[src/rtl/bcd_pkg.sv]
// Shared BCD nibble type, limits and per-digit next-value helpers for the
// bcd_counter_n family.
package bcd_pkg;

   localparam int BCD_W = 4;

   typedef logic [BCD_W-1:0] bcd_t;

   localparam bcd_t BCD_MAX = 4'd9;
   localparam bcd_t BCD_MIN = 4'd0;

   function automatic bcd_t bcd_clamp(input bcd_t nibble);
      bcd_t res;
      if (nibble > BCD_MAX) begin
         res = BCD_MAX;
      end else begin
         res = nibble;
      end
      return res;
   endfunction

   // Next value of one digit; load dominates, inc/dec are mutually exclusive.
   function automatic bcd_t bcd_next(input bcd_t q, input logic load,
                                     input bcd_t load_d, input logic inc,
                                     input logic dec);
      bcd_t res;
      if (load) begin
         res = bcd_clamp(load_d);
      end else if (inc) begin
         res = (q == BCD_MAX) ? BCD_MIN : q + 4'd1;
      end else if (dec) begin
         res = (q == BCD_MIN) ? BCD_MAX : q - 4'd1;
      end else begin
         res = q;
      end
      return res;
   endfunction

endpackage

[src/rtl/bcd_counter_n_chk.sv]
// Simulation checker for bcd_counter_n: digit range and carry/borrow exclusivity.
module bcd_counter_n_chk #(
   parameter int DIGITS = 2
) (
   input logic                  clk,
   input logic                  reset,
   input logic [4*DIGITS-1:0]   digits,
   input logic                  carry,
   input logic                  borrow
);

   for (genvar i = 0; i < DIGITS; i++) begin : g_dig
      a_digit_range: assert property (@(posedge clk) disable iff (reset)
                                       digits[4*i +: 4] <= 4'd9);
   end

   a_carry_borrow_excl: assert property (@(posedge clk) disable iff (reset)
                                         !(carry && borrow));

endmodule

[src/rtl/bcd_digit.sv]
// One registered BCD digit with combinational ripple to the next digit.
module bcd_digit
   import bcd_pkg::*;
(
   input  logic       clk,
   input  logic       reset,
   input  logic       load,
   input  logic [3:0] load_d,
   input  logic       inc,
   input  logic       dec,
   output logic [3:0] q,
   output logic       ripple_out
);

   bcd_t q_r;

   // Digit state register.
   always_ff @(posedge clk or posedge reset) begin
      if (reset) begin
         q_r <= BCD_MIN;
      end else begin
         q_r <= bcd_next(q_r, load, load_d, inc, dec);
      end
   end

   assign q          = q_r;
   assign ripple_out = ((q_r == BCD_MAX) && inc) || ((q_r == BCD_MIN) && dec);

endmodule

[src/rtl/bcd_counter_n.sv]
// N-digit BCD up/down counter with load and wrap/saturate limits.
// Optional leading-zero blank mask output when BCD_COUNTER_BLANK_EN is defined.
module bcd_counter_n
   import bcd_pkg::*;
#(
   parameter int DIGITS = 2,
   parameter bit WRAP   = 1'b1
) (
   input  logic                  clk,
   input  logic                  reset,
   input  logic                  count_en,
   input  logic                  up,
   input  logic                  load,
   input  logic [4*DIGITS-1:0]   load_value,
   output logic [4*DIGITS-1:0]   digits,
   output logic                  carry,
   output logic                  borrow
`ifdef BCD_COUNTER_BLANK_EN
   ,
   output logic [DIGITS-1:0]     blank
`endif
);

   logic [DIGITS-1:0] inc_s;
   logic [DIGITS-1:0] dec_s;
   logic [DIGITS-1:0] ripple_s;
   logic [DIGITS-1:0] max_s;
   logic [DIGITS-1:0] min_s;
   logic              cnt_up_s;
   logic              cnt_dn_s;
   logic              sat_up_s;
   logic              sat_dn_s;
   logic              carry_d_s;
   logic              borrow_d_s;
   logic              carry_r;
   logic              borrow_r;

   assign cnt_up_s = count_en && up && !load;
   assign cnt_dn_s = count_en && !up && !load;

   // In saturate mode a terminal attempt must not reach the digits at all.
   assign sat_up_s = !WRAP && cnt_up_s && (&max_s);
   assign sat_dn_s = !WRAP && cnt_dn_s && (&min_s);

   assign inc_s[0] = cnt_up_s && !sat_up_s;
   assign dec_s[0] = cnt_dn_s && !sat_dn_s;

   for (genvar i = 0; i < DIGITS; i++) begin : g_digit
      assign max_s[i] = (digits[4*i +: 4] == BCD_MAX);
      assign min_s[i] = (digits[4*i +: 4] == BCD_MIN);

      if (i > 0) begin : g_chain
         assign inc_s[i] = inc_s[i-1] && ripple_s[i-1];
         assign dec_s[i] = dec_s[i-1] && ripple_s[i-1];
      end

      bcd_digit u_digit (
         .clk        (clk),
         .reset      (reset),
         .load       (load),
         .load_d     (load_value[4*i +: 4]),
         .inc        (inc_s[i]),
         .dec        (dec_s[i]),
         .q          (digits[4*i +: 4]),
         .ripple_out (ripple_s[i])
      );
   end

   // A wrap shows up as ripple out of the top digit; a saturated attempt never ripples.
   assign carry_d_s  = (inc_s[DIGITS-1] && ripple_s[DIGITS-1]) || sat_up_s;
   assign borrow_d_s = (dec_s[DIGITS-1] && ripple_s[DIGITS-1]) || sat_dn_s;

   // Carry/borrow pulse registers, aligned with the digits they describe.
   always_ff @(posedge clk or posedge reset) begin
      if (reset) begin
         carry_r  <= 1'b0;
         borrow_r <= 1'b0;
      end else begin
         carry_r  <= carry_d_s;
         borrow_r <= borrow_d_s;
      end
   end

   assign carry  = carry_r;
   assign borrow = borrow_r;

`ifdef BCD_COUNTER_BLANK_EN
   localparam logic [DIGITS-1:0] BLANK_RST = {DIGITS{1'b1}} << 1;

   logic [3:0]        nxt_s [DIGITS];
   logic [DIGITS-1:0] blank_d_s;
   logic [DIGITS-1:0] blank_r;

   for (genvar i = 0; i < DIGITS; i++) begin : g_next
      assign nxt_s[i] = bcd_next(digits[4*i +: 4], load, load_value[4*i +: 4],
                                 inc_s[i], dec_s[i]);
   end

   // Leading-zero mask of the value the digits take on this edge; units never blank.
   always_comb begin
      logic zero_above_v;
      blank_d_s    = {DIGITS{1'b0}};
      zero_above_v = 1'b1;
      for (int i = DIGITS - 1; i >= 1; i--) begin
         zero_above_v = zero_above_v && (nxt_s[i] == BCD_MIN);
         blank_d_s[i] = zero_above_v;
      end
   end

   // Blank mask register, updated together with the digits.
   always_ff @(posedge clk or posedge reset) begin
      if (reset) begin
         blank_r <= BLANK_RST;
      end else begin
         blank_r <= blank_d_s;
      end
   end

   assign blank = blank_r;
`endif

   bcd_counter_n_chk #(
      .DIGITS (DIGITS)
   ) u_chk (
      .clk    (clk),
      .reset  (reset),
      .digits (digits),
      .carry  (carry_r),
      .borrow (borrow_r)
   );

endmodule

[config.mk]
export PLATFORM = sky130hd
export DESIGN_NAME = bcd_counter_n
export DESIGN_NICKNAME = d
export VERILOG_FILES = /design/src/rtl/bcd_pkg.sv /design/src/rtl/bcd_counter_n_chk.sv /design/src/rtl/bcd_digit.sv /design/src/rtl/bcd_counter_n.sv
export SDC_FILE = /design/constraint.sdc
export NUM_CORES = 1
export LEC_CHECK = 0
export CAP_MARGIN = 20
export CORE_ASPECT_RATIO = 0.9
export CORE_MARGIN = 10
export CORE_UTILIZATION = 42
export CTS_CLUSTER_DIAMETER = 120
export CTS_CLUSTER_SIZE = 20
export DETAILED_ROUTE_END_ITERATION = 10
export PLACE_DENSITY = 0.74
export SYNTH_ARGS = -nofsm -noshare
export SYNTH_HDL_FRONTEND = slang
export SYNTH_HIERARCHICAL = 1
export SYNTH_SLANG_ARGS = --single-unit
[constraint.sdc]
create_clock -name clk -period 2.2 [get_ports clk]
set_clock_uncertainty 0.05 [all_clocks]
set_input_delay 0.66 -clock clk [delete_from_list [all_inputs] [get_ports clk]]
set_output_delay 0.66 -clock clk [all_outputs]
set_load 0.03 [all_outputs]
==> impl_results.md <==
- Total CTS buffers: 3
- Tot Pwr: ~0.63 mW
- Top Usage Layer GRT: met2
- Post-DR vias/cell: approximately 5.5
- Worst EP required: around 2.3 ns
- M1 GR Usage: 13.6%
- Core area: ~1900 sq um
- Final Setup Violations: 5
- DR iter-0 viols: 42
- Die X: about 67 um
- CTS tree: built
- Crit Path Category: input pin to flop
- Async SR Flop Fraction: 100%
- First-pass GRT wire length: roughly 4200 um
- Critical Path End Type: flop
- Fmax: around 0.43 GHz
- Final worst setup slack: -0.118 ns
- Ys flop type: dfrtp_1
- Critical Path Source Type: input pin
- Synth Area in Compound Gates: approximately 22%
- Final Slew Violations: 0
- Yosys warnings: 6
- Main combinational cell family by area after synthesis: simple AND/OR/NAND/NOR gates
- Remaining antenna violation count: 0
- Fin crit share: 105%
- Largest net degree at the start of global routing: 23
- Clk root buf: clkbuf_4
- Rel. slew slack: between 70% and 80%
- Sequential share of power: between 30 and 40%
- Worst-path clk slew: around 0.07 ns
- Die Y: a little over 60 um
- Synth Area in Adders: 0%
- Max-cap check violation count: 0
- Simple-Gate Fraction of Synth Area: ~34%
- RSZ-0062 raised after global routing: yes
- Hold crit path type: input pin to asynchronous set/reset pin
- Multiplexer area fraction after synthesis: 0%
- Switching power: around 0.22 mW
- Met3 Use GR: 1.61%
- Met2 Usage GRT: ~23%
- DRC violations left: 0
- Fin nets: between 150 and 200
- H-tree Lvls: 1
- Post-synthesis average cell area: a little over 8 sq um
- Commonest cells after routing, fill and taps aside: 28 x buf_4, 17 x clkdlybuf4s50_1, 10 x dfrtp_1
- Worst-path fanout max: 3
- Gate Count Post-Synth: between 100 and 150
- Sum Neg Setup Slack: -0.405 ns
- Final core utilization: a little under three quarters
- Crit path from: up
- Leakage: just under 0.6 nW
- Global-route usage over all layers: about 12%
- Vias in the first global route: a little over 900
- Synthesized Nets: between 100 and 150
- FF-to-FF setup slack: about 0.17 ns
- Synth unique cells: 27
- Most common cell after layout, fill and taps aside: buf_4
- Clk pwr share: a little over a quarter
- Worst setup path end: g_digit[1].u_digit/q[2]$_DFFE_PP0P_
- Combinational Power Share: about two fifths
- Min Hold Slack: 0.590 ns
- GRT overflow: 0
- Initial antenna violation count: 0
- # placed instances: 157
- FF-to-FF path depth: 10
- Final non-filler cell total: about 170
- IO Pins: 23
- Number of synthesized register bits: 10
- Clock Latency Late Sink: 0.26 ns
- CP max-delay cell: or3_1
- Seq/Total Area, Yosys: between 20% and 30%
- Outcome: finished, violations left
- Clock buffer depth: 2
- Wire length per cell: between 15 and 20 um
- Via count: ~950
- Synth Area in XOR/XNOR: 4.18%
- Failing checks: setup timing
- Starting Density: 43.8%
- Sw Ratio: roughly 34%
- Int Pwr: 0.417 mW
- Area Growth Syn to Fin: 63.1%
- Ant diodes: 0
- Arrival @ worst endpoint: ~2.5 ns
- Placer congestion estimate: roughly 0.8
- Synth top area share: 29.9%
- Top post-synthesis cells by area: dfrtp_1 30%, nor2_1 6.3%, buf_6 5.4%, nand2b_4 4.9%, nor4_1 4.5%
- Final worst path period need: around 2.3 ns
- Post-synth EDFFs: 0
- Die area: 4190 sq um
- PwrDens: approximately 460 nW/um^2
- Slew @ Worst Pin: between 0.3 and 0.4 ns
- First drt pass iteration count: 5
- Final hold vios: 0
- CP Cell Sequence: buf_6 > nand2b_4 > nor2_4 > nor3b_2 > a31oi_1 > nor3_2 > nand2b_4 > nor2_4 > buf_4 > nor2_2 > or3_1 > o22ai_1 > o21bai_1
- Clk sinks: 10
- Fill cell count: roughly 150
- Slowest stage delay, CP: 0.31 ns
- Area of the mapped netlist: around 840 sq um
- Crit Reg-Reg Startpoint: g_digit[0].u_digit/q[0]$_DFFE_PP0P_
- Share of cells above drive strength 1: 39.9%
- Final wirelength: roughly 2700 um
- Peak VDD IR: about 0.33 mV
- Row count: 15
- Hpwl dp: ~1900 um
- Worst R2R End: g_digit[1].u_digit/q[2]$_DFFE_PP0P_
- Area leader, netlist: dfrtp_1
- Buffers added on ports: 22
## logic make-up (layout without fill, tap and decap cells)
| family | after synthesis | after routing |
|---|---|---|
| AOI/OAI and AO/OA | 26 | 26 |
| xor gates and xnor gates | 4 | 4 |
| buffers and inverters | 13 | 60 |
| and+or+nand+nor | 48 | 48 |
| DFF | 10 | 10 |
## flip-flops by register name, summed over array words and instances, names as in the netlist
register,flops
borrow,1
g_digit.u_digit/q,8
carry,1
## cell usage after synthesis (2+ instances only)
cell type / instances
dfrtp_1: 10
nor4_1: 6
nand2b_1: 3
o21a_1: 4
nand2b_4: 3
inv_1: 5
a211o_2: 2
o21bai_1: 2
o21ai_0: 4
and3_4: 2
nor3_1: 4
o2111ai_1: 2
a31oi_1: 4
nor3b_1: 2
or3_1: 2
o22ai_1: 2
o311ai_0: 2
nor2_1: 14
a21oi_1: 2
nand2_1: 7
o31ai_1: 2
clkbuf_1: 2
nor4b_1: 4
buf_2: 2
xor2_1: 4
buf_6: 4
## metal layers
layer	vias to the layer above	wire, um
met5	-	0
met4	0	27
met3	2	86
met2	22	1490
met1	465	1090
li1	465	-
## critical path: cells and delay by family
family                 cells  cell delay [ns]
AO/OA/AOI/OAI              3             0.30
buffers and inverters      2             0.23
AND/OR/NAND/NOR            8             1.25
## per-stage QoR
step	cell area (sq um)	worst slack, ns
4_1_cts	1330	0.00109
5_1_grt	1370	-0.248
3_5_place_dp	1200	-0.810
3_3_place_gp	1200	-0.718
6_report	1370	-0.118
2_1_floorplan	881	-0.225
## power by group through the flow
stage | Sequential [mW] | Clock (mW) | Combinational (mW)
floorplan | 0.247 | 0 | 0.111
global placement | 0.215 | 0 | 0.229
detailed placement | 0.216 | 0 | 0.235
CTS | 0.212 | 0.169 | 0.248
global route | 0.214 | 0.176 | 0.270
finish | 0.212 | 0.167 | 0.253
## repair_timing
action | CTS | global route
hold buffers | 0 | 0
endpoints found under the setup margin | 6 | 8
setup buffers | 9 | 4
pin swaps | 10 | 9
resized for setup | 21 | 5
## final cells by class
type	count	area [sq um]	area share [%]
Tap cell	25	31.3	2.29
Sequential cell	10	250	18.3
Inverter	5	18.8	1.37
Multi-Input combinational cell	78	593	43.4
Timing Repair Buffer	51	438	32.0
Clock buffer	4	36.3	2.65
## how the worst min path moves through the flow
stage,start,to,slack [ns],cells past startpoint
floorplan,reset,borrow$_DFF_PP0_,0.35,1
global placement,g_digit[1].u_digit/q[1]$_DFFE_PP0P_,g_digit[1].u_digit/q[1]$_DFFE_PP0P_,0.57,2
detailed placement,g_digit[1].u_digit/q[1]$_DFFE_PP0P_,g_digit[1].u_digit/q[1]$_DFFE_PP0P_,0.58,2
CTS,reset,borrow$_DFF_PP0_,0.58,2
global route,reset,carry$_DFF_PP0_,0.59,2
finish,reset,borrow$_DFF_PP0_,0.59,2
Power figures use the tool's default switching activity.
